--- config.mk ---
export PLATFORM = sky130hd
export DESIGN_NAME = sample_ram_ctrl
export DESIGN_NICKNAME = d
export VERILOG_FILES = /design/src/rtl/sample_ram_ctrl.sv
export SDC_FILE = /design/constraint.sdc
export NUM_CORES = 1
export LEC_CHECK = 0
export CAP_MARGIN = 30
export CELL_PAD_IN_SITES_DETAIL_PLACEMENT = 0
export CELL_PAD_IN_SITES_GLOBAL_PLACEMENT = 1
export CORE_MARGIN = 4
export CORE_UTILIZATION = 23
export CTS_BUF_LIST = sky130_fd_sc_hd__clkbuf_8
export DETAILED_ROUTE_END_ITERATION = 10
export PLACE_DENSITY_LB_ADDON = 0.1
export SETUP_SLACK_MARGIN = 0.15
export SYNTH_ARGS = -nofsm -noshare
export SYNTH_HDL_FRONTEND = slang
export SYNTH_SLANG_ARGS = --single-unit
--- constraint.sdc ---
create_clock -name clk_i -period 2.55 [get_ports clk_i]
set_input_delay 0.51 -clock clk_i [delete_from_list [all_inputs] [get_ports clk_i]]
set_output_delay 0.51 -clock clk_i [all_outputs]
set_load 0.01 [all_outputs]
--- src/rtl/sample_ram_ctrl.sv ---
// sample_ram_ctrl: ring-buffer capture sequencer with newest-first readout of the sample RAM.
// Define SAMPLE_RAM_CTRL_ABORT_EN to let abort_i cancel capture or readout.
module sample_ram_ctrl #(
   parameter int WIDTH = 32,
   parameter int DEPTH = 3
) (
   input  logic             clk_i,
   input  logic             rst_in,
   input  logic             arm_i,
   input  logic             abort_i,
   input  logic [WIDTH-1:0] smpl_i,
   input  logic             smpl_valid_i,
   input  logic             trg_i,
   input  logic [DEPTH:0]   delay_i,
   output logic [WIDTH-1:0] rd_data_o,
   output logic             rd_valid_o,
   input  logic             rd_ready_i,
   output logic             busy_o,
   output logic             done_o,
   output logic             ram_en_o,
   output logic             ram_we_o,
   output logic [DEPTH-1:0] ram_addr_o,
   output logic [WIDTH-1:0] ram_d_o,
   input  logic [WIDTH-1:0] ram_d_i
);
   localparam logic [1:0] IDLE  = 2'd0;
   localparam logic [1:0] ARMED = 2'd1;
   localparam logic [1:0] POST  = 2'd2;
   localparam logic [1:0] READ  = 2'd3;
   localparam logic [DEPTH:0] N   = {1'b1, {DEPTH{1'b0}}};
   localparam logic [DEPTH:0] ONE = {{DEPTH{1'b0}}, 1'b1};

   logic [1:0]       state;
   logic [DEPTH-1:0] wr_ptr, rd_ptr;
   logic [DEPTH:0]   fill, post_cnt, post_cnt_max, rd_left;
   logic             done_q;
   logic             abort, we, trig, post_hit, to_read, hs;
   logic [DEPTH:0]   delay_clamp, fill_nxt;

`ifdef SAMPLE_RAM_CTRL_ABORT_EN
   assign abort = abort_i && state != IDLE;
`else
   logic unused_abort;
   assign unused_abort = abort_i;
   assign abort = 1'b0;
`endif

   assign we          = (state == ARMED || state == POST) && smpl_valid_i && !abort;
   assign trig        = state == ARMED && we && trg_i;
   assign delay_clamp = delay_i > N ? N : delay_i;
   assign fill_nxt    = fill == N ? N : fill + ONE;
   assign post_hit    = state == POST && we && post_cnt + ONE == post_cnt_max;
   assign to_read     = (trig && delay_clamp == '0) || post_hit;
   assign hs          = state == READ && rd_ready_i && !abort;

   assign rd_valid_o = state == READ;
   assign rd_data_o  = rd_valid_o ? ram_d_i : '0;
   assign ram_we_o   = we;
   assign ram_en_o   = we | rd_valid_o;
   assign ram_addr_o = rd_valid_o ? rd_ptr : wr_ptr;
   assign ram_d_o    = smpl_i;
   assign busy_o     = state != IDLE;
   assign done_o     = done_q;

   // The write address of the final capture sample is the newest entry, so readout starts there.
   always_ff @(posedge clk_i) begin
      if (!rst_in) begin
         state        <= IDLE;
         wr_ptr       <= '0;
         rd_ptr       <= '0;
         fill         <= '0;
         post_cnt     <= '0;
         post_cnt_max <= '0;
         rd_left      <= '0;
         done_q       <= 1'b0;
      end else begin
         done_q <= hs && rd_left == ONE;
         if (abort) begin
            state <= IDLE;
         end else if (state == IDLE && arm_i) begin
            state  <= ARMED;
            wr_ptr <= '0;
            fill   <= '0;
         end else if (we) begin
            wr_ptr <= wr_ptr + ONE[DEPTH-1:0];
            fill   <= fill_nxt;
            if (trig) begin
               post_cnt_max <= delay_clamp;
               post_cnt     <= '0;
               state        <= POST;
            end
            if (state == POST) post_cnt <= post_cnt + ONE;
            if (to_read) begin
               state   <= READ;
               rd_ptr  <= wr_ptr;
               rd_left <= fill_nxt;
            end
         end else if (hs) begin
            rd_ptr  <= rd_ptr - ONE[DEPTH-1:0];
            rd_left <= rd_left - ONE;
            if (rd_left == ONE) state <= IDLE;
         end
      end
   end
endmodule

==> flow_metrics.env, run 1 <==
export IMPL_gp_congestion=0.781
export IMPL_period_share=0.883
export IMPL_finalHoldViolCount=0
export IMPL_num_antenna_cells=0
export IMPL_fillers=885
export IMPL_intPower_uw=596
export IMPL_drt_wl_total_um=5910
export IMPL_worstSetupEndpointType="output port"
export IMPL_routed_top_layer="met4"
export IMPL_post_cts_buffers=0
export IMPL_postCtsResizedCells=5
export IMPL_die_h_um=100
export IMPL_powerDensity_nw_per_um2=283
export IMPL_cts_clk_slew_worst_paths_ps=90
export IMPL_reg2reg_from="state[0]"
export IMPL_final_common_cell="clkdlybuf4s50_1"
export IMPL_wl_met1_um=2500
export IMPL_wl_met3_um=569
export IMPL_power_frac_seq=0.506
export IMPL_synth_area_um2=1960
export IMPL_leakagePower_uw=0.00109
export IMPL_antenna_found_initial=0
export IMPL_yosysWarnings=0
export IMPL_grt_ovfl_total=0
export IMPL_cp_required_ps=2040
export IMPL_nNetsFinal=400
export IMPL_grt_max_degree=34
export IMPL_seqCellArea_um2=503
export IMPL_r2r_end="rd_left[1]"
export IMPL_io_pins=147
export IMPL_pwr_share_clk=0.306
export IMPL_ys_seq_area_frac=0.255
export IMPL_htreeDepth=1
export IMPL_clock_skew_ps=4.83
export IMPL_finalSetupViolations=0
export IMPL_layout_common_cells="clkdlybuf4s50_1, and2_1, dfxtp_1"
export IMPL_cts_buffers=3
export IMPL_cap_violations=0
export IMPL_worstPathMaxFanout=33
export IMPL_share_comb_of_total_power=0.188
export IMPL_drive_above_1_share=0.109
export IMPL_grt_setup_unrepaired="no"
export IMPL_die_area_um2=10100
export IMPL_p_switching_uw=200
export IMPL_drt_initial_drc_count=38
export IMPL_fmax_mhz=444
export IMPL_fin_crit_ps=2250
export IMPL_place_ws_ps=29.4
export IMPL_start_util=0.237
export IMPL_tritoncts="built"
export IMPL_finalSetupTns_ps=0
export IMPL_synthArstFlopShare=0
export IMPL_hold_class="reg -> reg"
export IMPL_placedInstanceArea_um2=2750
export IMPL_drv_slew=0
export IMPL_grtUsageTotal=0.114
export IMPL_remaining_drc_errors=0
export IMPL_cts_root_buf="clkbuf_8"
export IMPL_vias=1820
export IMPL_chipWidth_um=100
export IMPL_synth_edf_count=0
export IMPL_reg2regPathDepth=11
export IMPL_routed_via_density=4.35
export IMPL_synthesis_nets=338
export IMPL_swShare=0.251
export IMPL_hold_end="rd_ptr[1]"
export IMPL_hold_buffers=0
export IMPL_multi_input_area_um2=1150
export IMPL_crit_arrival_ps=1740
export IMPL_syn_area_per_cell_um2=7.78
export IMPL_min_from="rd_ptr[1]"
export IMPL_synth_cells=252
export IMPL_clk_latency_ps=270
export IMPL_wl_met2_um=2840
export IMPL_worst_slack_ps=299
export IMPL_fp_row_count=33
export IMPL_ys_ff_latch=25
export IMPL_grt_pass1_vias=1764
export IMPL_first_pass_iters=4
export IMPL_hold_path_depth=2
export IMPL_cts_num_sinks=25
export IMPL_dp_hpwl_um=4860
export IMPL_antenna_left=0
export IMPL_cp_startpoint="state[1]"
export IMPL_ys_types=38
export IMPL_ff2ff_setup_slack_ps=340
export IMPL_start_kind="flip-flop"
export IMPL_ys_flop_type="dfxtp_1"
export IMPL_portBuffers=81
export IMPL_syn_to_final_growth_pct=43.7
export IMPL_fin_area_um2=2820
export IMPL_grt_pass1_wl_um=9160
export IMPL_ctsLongestPathBuffers=2
export IMPL_wl_per_cell_um=14.1
export IMPL_slew_headroom=0.720
export IMPL_ir_worst_vdd_v=0.000152
export IMPL_coreArea_um2=8260
export IMPL_status="completed"
export IMPL_worst_pin_slew_ps=416
export IMPL_crit_type="reg -> out"
[worst max-delay path: stages, from the launching register on]
cell and delay, ps:
dfxtp_2 360, ha_2 210, buf_8 180, and2_1 140
clkdlybuf4s50_1 570
[worst max-delay path by stage]
stage                                to  slack (ps)  cells past startpoint
after floorplan               rd_ptr[0]         550                      8
after global placement        rd_ptr[0]          40                      7
after detailed placement      rd_ptr[0]          30                      7
after CTS                 ram_addr_o[1]         140                      4
after global routing      rd_data_o[21]         160                      4
final                     rd_data_o[21]         300                      4
[power by group through the flow]
stage	combinational, µW	clock (µW)	sequential [µW]
final	150	244	402
after global routing	165	279	404
after CTS	153	263	402
after detailed placement	152	0	411
after global placement	153	0	411
after floorplan	102	0	409
[per-layer routing]
metal	up-vias	GRT usage
li1	931	-
met1	806	0.136
met2	81	0.205
met3	2	0.0264
met4	0	0.0290
met5	-	0
[cell usage after synthesis, types with 2 or more instances]
cell	n	area, µm²
and3_1	3	18.8
a21boi_0	7	52.6
buf_4	33	248
nand2_1	22	82.6
o21ai_0	13	65.1
xor2_1	4	35.0
and2_1	36	225
nor3_1	5	25.0
nand3_1	5	25.0
clkbuf_1	8	30.0
dfxtp_1	25	500
a21oi_1	15	75.1
nand4_1	3	18.8
ha_1	11	138
xnor2_1	5	43.8
nand3b_1	3	22.5
nor4_1	2	12.5
mux2_2	3	33.8
nor2_1	11	41.3
or3_1	5	31.3
mux2i_1	3	30.0
inv_1	10	37.5
nor2b_1	5	31.3
[final cells by class]
cell class	instances	share of cell area
tap	105	0.0466
timing repair buffer	98	0.336
inverter	10	0.0147
multi-input combinational	176	0.407
clock buffer	3	0.0147
clock inverter	1	0.00178
sequential	25	0.179
[logic make-up after synthesis]
logic type               Yosys count  synth area share
AND/OR/NAND/NOR                  108             0.311
buffers and inverters             51             0.161
AO/OA/AOI/OAI                     42             0.130
flip-flops                        25             0.255
adder cells (fa/ha/maj)           11            0.0702
XOR/XNOR                           9            0.0402
multiplexers                       6            0.0325
[state kept, by name, summed over array words and instances (netlist names)]
signal and cells:
post_cnt_max 4, state 2, done_o 1, post_cnt 4
rd_left 4, wr_ptr 3, rd_ptr 3, fill 4
[through the flow]
stage	power [µW]	utilization	hold slack (ps)	instances
detailed placement	564	0.333	477	414
global route	847	0.341	516	418
finish	796	0.341	484	418
floorplan	511	-	450	252
CTS	818	0.339	494	418
global placement	564	0.333	474	414
Note: power is estimated with default switching activity, not from simulation.
==> inputs of run 2 (changes only) <==
- CORE_MARGIN: 4 -> not set
==> run 2 against run 1 <==
Net effect: sequential share of layout area is 0.15 points higher; worst hold slack worse by 5.1 ps; largest cell class unchanged; sequential power hardly changed; total power is 0.49% higher; critical path depth stayed put.
==> flow_metrics.env, run 2 (synthesis gave the netlist of run 1 again) <==
export IMPL_finalHoldViolCount=0
export IMPL_drive_above_1_share=0.0942
export IMPL_period_share=0.910
export IMPL_remaining_drc_errors=0
export IMPL_grt_ovfl_total=0
export IMPL_fin_crit_ps=2320
export IMPL_gp_congestion=0.705
export IMPL_whs_ps=479
export IMPL_reg2regPathDepth=8
export IMPL_start_kind="flip-flop"
export IMPL_drv_slew=0
export IMPL_syn_to_final_growth_pct=42.1
export IMPL_finalSetupViolations=0
export IMPL_worst_slack_ps=230
export IMPL_tritoncts="built"
export IMPL_drt_initial_drc_count=41
export IMPL_grtUsageTotal=0.121
export IMPL_vias=1815
export IMPL_cp_startpoint="state[0]"
export IMPL_fp_row_count=33
export IMPL_cts_clk_slew_worst_paths_ps=100
export IMPL_antenna_found_initial=0
export IMPL_cts_root_buf="clkbuf_8"
export IMPL_slew_headroom=0.661
export IMPL_worstSetupEndpointType="output port"
export IMPL_antenna_left=0
export IMPL_first_pass_iters=4
export IMPL_place_ws_ps=15.3
export IMPL_leakagePower_uw=0.00105
export IMPL_chipWidth_um=94.3
export IMPL_clock_skew_ps=8.23
export IMPL_routed_via_density=4.39
export IMPL_cts_num_sinks=25
export IMPL_ff2ff_setup_slack_ps=420
export IMPL_grt_setup_unrepaired="no"
export IMPL_htreeDepth=1
export IMPL_hold_buffers=0
export IMPL_nNetsFinal=395
export IMPL_status="completed"
export IMPL_placedInstanceArea_um2=2720
export IMPL_fin_area_um2=2790
export IMPL_powerDensity_nw_per_um2=287
export IMPL_worst_pin_slew_ps=504
export IMPL_reg2reg_from="state[0]"
export IMPL_ctsLongestPathBuffers=2
export IMPL_die_area_um2=8900
export IMPL_wl_per_cell_um=13.6
export IMPL_start_util=0.239
export IMPL_multi_input_area_um2=1160
export IMPL_drt_wl_total_um=5600
export IMPL_ir_worst_vdd_v=0.000164
export IMPL_cp_required_ps=2040
export IMPL_dp_hpwl_um=4470
export IMPL_finalSetupTns_ps=0
export IMPL_grt_pass1_vias=1618
export IMPL_clk_latency_ps=280
export IMPL_crit_path_end="ram_addr_o[2]"
export IMPL_crit_arrival_ps=1810
export IMPL_worstPathMaxFanout=7
export IMPL_grt_pass1_wl_um=8260
export IMPL_die_h_um=94.3
export IMPL_cts_buffers=3
export IMPL_final_common_cell="clkdlybuf4s50_1"
export IMPL_fillers=866
export IMPL_portBuffers=81
export IMPL_crit_type="reg -> out"
export IMPL_num_antenna_cells=0
export IMPL_layout_common_cells="clkdlybuf4s50_1, and2_1, dfxtp_1"
export IMPL_fmax_mhz=431
export IMPL_hold_class="reg -> reg"
export IMPL_r2r_end="rd_ptr[0]"
export IMPL_coreArea_um2=8220
export IMPL_io_pins=147
export IMPL_grt_max_degree=33
export IMPL_seqCellArea_um2=502
export IMPL_cap_violations=0
-- run 2: changes by cell type in the layout (fill, tap and decap cells not counted), sizes merged --
cell / previous run / this run
buf: 17 / 12
clkinvlp: 1 / 0
inv: 9 / 10
dlymetal6s2s: 2 / 1
dlygate4sd2: 3 / 1
clkdlybuf4s50: 76 / 79
-- run 2: area by class of cell --
type | instances | area share
Multi-Input combinational cell | 176 | 0.416
Timing Repair Buffer | 93 | 0.326
Sequential cell | 25 | 0.180
Tap cell | 105 | 0.0471
Clock buffer | 3 | 0.0148
Inverter | 10 | 0.0135
Clock inverter | 1 | 0.00180
-- run 2: how the worst min path moves through the flow --
stage	start	end	slack (ps)	cells after the start
detailed placement	rd_ptr[1]	rd_ptr[1]	470	2
global route	rd_ptr[1]	rd_ptr[1]	520	2
CTS	state[1]	state[1]	480	2
floorplan	rd_ptr[1]	rd_ptr[1]	450	2
global placement	rd_ptr[1]	rd_ptr[1]	470	2
finish	rd_ptr[1]	rd_ptr[1]	480	2
-- run 2: where the power goes --
group | internal, µW | switching (µW) | total (µW)
Clock | 110 | 139 | 249
Sequential | 396 | 6.10 | 402
Combinational | 90.5 | 58.6 | 149
-- run 2: through the flow --
stage          std cells  power (µW)   util
3_5_place_dp         409         559  0.330
6_report             413         800  0.339
5_1_grt              413         844  0.339
2_1_floorplan        252         511      -
4_1_cts              413         819  0.338
3_3_place_gp         409         559  0.330
-- run 2: repair_timing --
action,4_1_cts,5_1_grt
hold endpoints to repair,0,0
resized for setup,4,4
pin swaps,0,0
setup endpoints to repair,2,13
setup buffers,0,0
cloned,0,0
-- run 2: critical path, stage by stage (launching register included) --
cell,delay [ps]
dfxtp_1,370
ha_2,210
buf_6,140
mux2_2,330
clkdlybuf4s50_1,490
-- run 2: per-layer routing --
metal | up-vias | wire [µm] | GRT usage
met4 | 0 | 29 | 0.0372
met5 | - | 0 | 0
met2 | 77 | 2810 | 0.229
li1 | 922 | - | -
met1 | 814 | 2260 | 0.135
met3 | 2 | 495 | 0.0225
==> inputs of run 3 (changes only) <==
- HOLD_SLACK_MARGIN: not set -> 0.06
==> results of run 3 <==
Final layout, timing and power as in run 2 (identical DEF).
